## src/rtl/seq_mult_param.sv

```systemverilog
// Parametrised shift-add multiplier with optional two's-complement mode.
// Operands are reduced to magnitudes, multiplied, and the sign is reapplied.
module seq_mult_param #(
    parameter int WIDTH     = 8,
    parameter bit SIGNED_EN = 1'b1
) (
    input  logic               clk,
    input  logic               rst,
    input  logic               st,
    input  logic               signed_mode,
    input  logic [WIDTH-1:0]   mplier,
    input  logic [WIDTH-1:0]   mcand,
    output logic               busy,
    output logic               done,
    output logic [2*WIDTH-1:0] result
);

    localparam int W2 = 2 * WIDTH;
    localparam int CW = $clog2(WIDTH);

    typedef enum logic [1:0] {
        IDLE,
        ADD_CHK,
        SHIFT,
        FINAL
    } state_t;

    state_t            state_q, state_d;
    logic [W2:0]       acc_q, acc_d;
    logic [WIDTH-1:0]  mc_q, mc_d;
    logic              neg_q, neg_d;
    logic [CW-1:0]     cnt_q, cnt_d;
    logic              busy_q, busy_d;
    logic              done_q, done_d;
    logic [W2-1:0]     result_q, result_d;

    logic              sgn;
    logic [WIDTH-1:0]  mp_mag;
    logic [WIDTH-1:0]  mc_mag;
    logic [WIDTH:0]    sum;
    logic              last;

    assign sgn    = SIGNED_EN && signed_mode;
    assign mp_mag = (sgn && mplier[WIDTH-1]) ? ({WIDTH{1'b0}} - mplier) : mplier;
    assign mc_mag = (sgn && mcand[WIDTH-1]) ? ({WIDTH{1'b0}} - mcand) : mcand;
    // Carry out of the partial-product add lands in acc[2W].
    assign sum    = {1'b0, acc_q[W2-1:WIDTH]} + {1'b0, mc_q};
    assign last   = (cnt_q == CW'(WIDTH - 1));

    always_comb begin
        state_d  = state_q;
        acc_d    = acc_q;
        mc_d     = mc_q;
        neg_d    = neg_q;
        cnt_d    = cnt_q;
        busy_d   = busy_q;
        done_d   = 1'b0;
        result_d = result_q;

        // busy spans the done cycle, which also blocks a start there.
        if (done_q) begin
            busy_d = 1'b0;
        end

        unique case (state_q)
            IDLE: begin
                if (st && !busy_q) begin
                    acc_d   = {{(WIDTH + 1){1'b0}}, mp_mag};
                    mc_d    = mc_mag;
                    neg_d   = sgn && (mplier[WIDTH-1] ^ mcand[WIDTH-1]);
                    cnt_d   = '0;
                    busy_d  = 1'b1;
                    state_d = ADD_CHK;
                end
            end
            ADD_CHK: begin
                if (acc_q[0]) begin
                    acc_d[W2:WIDTH] = sum;
                    state_d         = SHIFT;
                end else begin
                    acc_d   = acc_q >> 1;
                    cnt_d   = cnt_q + CW'(1);
                    state_d = last ? FINAL : ADD_CHK;
                end
            end
            SHIFT: begin
                acc_d   = acc_q >> 1;
                cnt_d   = cnt_q + CW'(1);
                state_d = last ? FINAL : ADD_CHK;
            end
            FINAL: begin
                result_d = neg_q ? ({W2{1'b0}} - acc_q[W2-1:0])
                                 : acc_q[W2-1:0];
                done_d   = 1'b1;
                state_d  = IDLE;
            end
            default: begin
                state_d = IDLE;
            end
        endcase
    end

    always_ff @(posedge clk or posedge rst) begin
        if (rst) begin
            state_q  <= IDLE;
            acc_q    <= '0;
            mc_q     <= '0;
            neg_q    <= 1'b0;
            cnt_q    <= '0;
            busy_q   <= 1'b0;
            done_q   <= 1'b0;
            result_q <= '0;
        end else begin
            state_q  <= state_d;
            acc_q    <= acc_d;
            mc_q     <= mc_d;
            neg_q    <= neg_d;
            cnt_q    <= cnt_d;
            busy_q   <= busy_d;
            done_q   <= done_d;
            result_q <= result_d;
        end
    end

    assign busy   = busy_q;
    assign done   = done_q;
    assign result = result_q;

endmodule

```

## config.mk

```make
export PLATFORM = sky130hd
export DESIGN_NAME = seq_mult_param
export DESIGN_NICKNAME = d
export VERILOG_FILES = /design/src/rtl/seq_mult_param.sv
export SDC_FILE = /design/constraint.sdc
export NUM_CORES = 1
export LEC_CHECK = 0
export CAP_MARGIN = 0
export CORE_MARGIN = 1.5
export CORE_UTILIZATION = 56
export DETAILED_ROUTE_END_ITERATION = 8
export PLACE_DENSITY_LB_ADDON = 0.08
export SYNTH_ARGS = -nofsm -noshare
export SYNTH_HDL_FRONTEND = slang
export SYNTH_SLANG_ARGS = --single-unit
```

## constraint.sdc

```tcl
create_clock -name clk -period 2.8 [get_ports clk]
set_clock_uncertainty 0.2 [all_clocks]
set_input_delay 0.56 -clock clk [delete_from_list [all_inputs] [get_ports clk]]
set_output_delay 0.56 -clock clk [all_outputs]
set_load 0.01 [all_outputs]
```

# Word-level counts from Yosys, hierarchy flattened

Index checks and enable logic that the tools add are counted.

Input port bits: 20
Logic and storage cells: 49
Bits in registers: 49

Reduce and logical (&&, ||, !) cells: 10
Bitwise operators: 1
$add $sub $neg: 5
Equality and inequality tests: 6
Muxes and demuxes: 18

Operators by type and width:

| kind                    | count |
|---|---|
| $pmux W17 S3            | 1 |
| $mux W8                 | 3 |
| $mux W17                | 1 |
| $mux W16                | 1 |
| $sub A1 B16 Y16 const A | 1 |
| $sub A1 B8 Y8 const A   | 2 |
| $add A8 B8 Y9           | 1 |
| $mux W9                 | 1 |
| $pmux W3 S3             | 1 |
| $pmux W2 S4             | 1 |
| $mux W2                 | 3 |
| $mux W3                 | 2 |
| $eq A2 B2 Y1 const B    | 2 |
| $logic_and A1 B1 Y1     | 4 |
| $mux W1                 | 4 |
| $ne A2 B2 Y1 const B    | 2 |
| $reduce_and A2 Y1       | 2 |
| $add A3 B1 Y3 const B   | 1 |
| $eq A3 B3 Y1 const B    | 1 |
| $reduce_and A3 Y1       | 1 |
| $reduce_bool A3 Y1      | 1 |
| $eq A2 B1 Y1 const B    | 1 |
| $logic_not A2 Y1        | 1 |
| $logic_not A1 Y1        | 1 |
| $xor A1 B1 Y1           | 1 |

# Longest topological paths before layout

Depth in word-level cells: 4
Depth in mapped cells: 8
Depth with buffers taken out: 8

# Least setup slack after synthesis

No wires, ideal clock.

Path type: reg-to-reg
From: register acc_q[8]
To: register acc_q[14]
Buffers on the path: 0
Data required time: 2,454 ps
Setup time: 146 ps
Clock period less this slack: 2,125 ps
Stages on the path, launching flop included: 9
Arrival time: 1,778 ps
Path slack: 675 ps
Cells stage by stage: dfrtp_1 > ha_1 > inv_1 > fa_1 > nand2b_1 > a21oi_1 > nor4b_1 > o31ai_1 > a31oi_1

Word-level cells in the longest chain between the ends: 3

Ends and longest elaborated chain:

| what                   | line | RTL |
|---|---|---|
| from (decl)            | 29   | `logic [W2:0] acc_q, acc_d;` |
| from (signal assigned) | 106  | `acc_q <= '0;` |
| from (signal assigned) | 115  | `acc_q <= acc_d;` |
| $add A8 B8 Y9          | 47   | `assign sum = {1'b0, acc_q[W2-1:WIDTH]} + {1'b0, mc_q};` |
| $mux W9                | 77   | `if (acc_q[0]) begin` |
| $pmux W17 S3           | 65   | `unique case (state_q)` |

No other way between the ends.
A chain may end at the register's enable or synchronous reset.

# Worst setup path in the final report

From: register acc_q[9]
To: register acc_q[14]

Same word-level chain as after synthesis.

==> results.toml <==
[global_routing]
antenna_found_initial = 0
grt_pass1_wl_mm = 11.10
grt_pass1_vias = 2418
grt_usage_pct = 23.39
overflow = 0
grtUsageMet3_pct = 3.952
met2_usage_pct = 37.23
gr-usage-met1_pct = 33.02
grt.busiest_layer = "met2"
grt_max_degree = 34

[clocking]
clock_latency_ns = 0.30
cts_buffers = 5
ctsHtreeMaxLevel = 2
root_buffer = "clkbuf_8"
clockBufferDepth = 2
cts_setup_buffers = 0
cts_tree = "built"
clk_pin_slew_ns = 0.09
cts.sinks = 49
hold_buffers = 0
cts_resized = 0

[route]
vias_per_cell = 5.595
drt-initial-drc-count = 168
ant_nets = 0
routed_wl_mm = 6.248
drc = 0
vias = 2529
dr.pass1.iters = 4
wl_per_cell_um = 13.82

[sta]
fin_tns_setup_ns = 0
max_freq_ghz = 0.4106
fin_hold_ws_ns = 0.2867
tightest_slew_ns = 0.6245
hold_violations = 0
slew_headroom_pct = 58.25
rsz0062_at_grt = "false"
period_minus_slack_ns = 2.435
post-route-period-util_pct = 86.98
final_max_slew_viol_count = 0
setup_violations = 0

[logic_synthesis]
synth_ff_type = "dfrtp_1"
synth_seq_area_share_pct = 40.82
syn-num-nets = 384
yosys-top-cells-area = "dfrtp_1 41%, ha_1 7.1%, a21oi_1 6.5%"
synth-async-reset-ratio_pct = 100.0
syn_area_mm2 = 0.003004
yosysUniqueCellTypes = 46
yosysTopAreaCell = "dfrtp_1"
yosys.area.top_type_share_pct = 40.82
yosys_warnings = 0
synth_cells = 346
ys_ff_latch = 49
syn_avg_cell_area_um2 = 8.682
synth_edf_count = 0

[floorplanning]
die_area_mm2 = 0.005813
initial_core_util_pct = 58.45
ios = 38
coreArea_mm2 = 0.005140
die_height_um = 76.24
fp-row-count = 26
die_w_um = 76.24

[pwr]
ir_worst_vdd_uv = 570.8
total_power_w = 0.004060
p_seq_share_pct = 34.9
clkPwrFrac_pct = 12.9
swShare_pct = 43.62
p_int_w = 0.002289
powerDensity_mw_per_mm2 = 1133
power_switching_w = 0.001771
pwr-share-comb_pct = 52.2
p_leak_nw = 1.559

[layout]
fin_cells = 452
drive_gt1_share_pct = 5.497
area_delta_synth_final_pct = 19.24
antenna_cells = 0
nNetsFinal = 419
utilization_pct = 69.69
fillCellCount = 452

[critical_path]
crit_path_end_kind = "flip-flop"
crit_fanout = 7
arrival_ns = 2.39
crit_type = "reg -> reg"
start_kind = "flip-flop"
required_ns = 2.75
r2r_slack_ns = 0.36

[placement]
gp_congestion = 0.8854
io_buffers = 37
dp_hpwl_mm = 4.679
dp_cells = 444

[run]
maxCapViolations = 0

[outcome]
outcome = "finished, final reports clean"

[worst_hold_path]
worstHoldPathType = "reg -> reg"
[placed cells by master, fill, tap and decap left out, types with 2 or more instances in the layout]
master            n
dfrtp_1          49
nor2_1           46
a21oi_1          39
clkdlybuf4s50_1  37
o21ai_0          28
nand2_1          27
xor2_1           18
inv_1            17
ha_1             17
nand3_1          14
nor3_1            7
o31ai_1           7
xnor2_1           7
clkbuf_8          6
a22oi_1           5
buf_4             5
nand2b_1          4
a31oi_1           4
a211oi_1          4
nor2b_1           3
mux2i_1           3
o41ai_2           2
a21o_1            2
or3_1             2
a32oi_1           2
nor3b_1           2
a221oi_1          2
[cells in the mapped netlist (3+ instances only)]
| cell | number |
|---|---|
| dfrtp_1 | 49 |
| ha_1 | 17 |
| a22oi_1 | 5 |
| nor2_1 | 46 |
| a211oi_1 | 4 |
| o21ai_0 | 28 |
| nor3_1 | 7 |
| nand3_1 | 14 |
| inv_1 | 18 |
| a21oi_1 | 39 |
| xnor2_1 | 7 |
| o31ai_1 | 7 |
| clkbuf_1 | 13 |
| nand2b_1 | 4 |
| nor2b_1 | 3 |
| xor2_1 | 18 |
| a31oi_1 | 4 |
| nand2_1 | 27 |
| mux2i_1 | 3 |
[critical path, stage by stage (launching register included)]
cell and delay, ns:
dfrtp_1 0.50, inv_1 0.17, fa_1 0.48, nand2b_1 0.18, a21oi_1 0.30, nor4b_1 0.11
o31ai_1 0.23, a31oi_1 0.12
[stage by stage]
| stage | setup slack [ns] | instance area [µm²] |
|---|---|---|
| detailed placement | 0.3380 | 3462 |
| CTS | 0.3975 | 3582 |
| floorplan | 0.6754 | 3004 |
| finish | 0.3647 | 3582 |
| global route | 0.1891 | 3582 |
| global placement | 0.3890 | 3462 |
[state kept, by name, indices dropped and copies added (netlist names)]
signal	count
acc_q	17
result	16
mc_q	8
cnt_q	3
state_q	2
busy	1
done	1
neg_q	1
[layer usage]
layer	wire length, µm	share of wire [%]
met4	91	1.5
met5	0	0
met1	2910	47
met2	2809	45
met3	437	7.0
[cells by family after synthesis]
kind of cell               share of synthesized area [%]
adders and majority gates                          7.747
buffers and inverters                              4.289
and+or+nand+nor                                    18.12
muxes                                              1.374
xor gates and xnor gates                           7.289
AOI/OAI and AO/OA                                  20.37
DFF                                                40.82
[final timing paths]
| path | cells after the start | start | to |
|---|---|---|---|
| hold / removal | 1 | done$_DFF_PP0_ | busy$_DFF_PP0_ |
| hold reg to reg | 1 | done$_DFF_PP0_ | busy$_DFF_PP0_ |
| setup reg to reg | 7 | acc_q[9]$_DFFE_PP0P_ | acc_q[14]$_DFFE_PP0P_ |
| max in group asynchronous | 3 | rst | mc_q[0]$_DFFE_PP0P_ |
| min in group asynchronous | 2 | rst | result[3]$_DFFE_PP0P_ |
| setup / recovery | 7 | acc_q[9]$_DFFE_PP0P_ | acc_q[14]$_DFFE_PP0P_ |
[power groups by stage]
stage                     combinational [W]  sequential [W]  clock (W)
after floorplan                     0.00148         0.00134          0
after global placement              0.00204         0.00140          0
after detailed placement            0.00211         0.00142          0
after CTS                           0.00212         0.00141   0.000532
after global routing                0.00241         0.00147   0.000565
final                               0.00212         0.00142   0.000523
[area by class of cell]
cell class / count / area, µm² / share of cell area, %
Multi-Input combinational cell: 263 / 1649 / 46.04
Clock buffer: 6 / 82.58 / 2.305
Tap cell: 70 / 87.58 / 2.445
Timing Repair Buffer: 43 / 427.9 / 11.95
Clock inverter: 2 / 37.54 / 1.048
Sequential cell: 49 / 1226 / 34.23
Inverter: 19 / 71.32 / 1.991
Power figures use the tool's default switching activity.
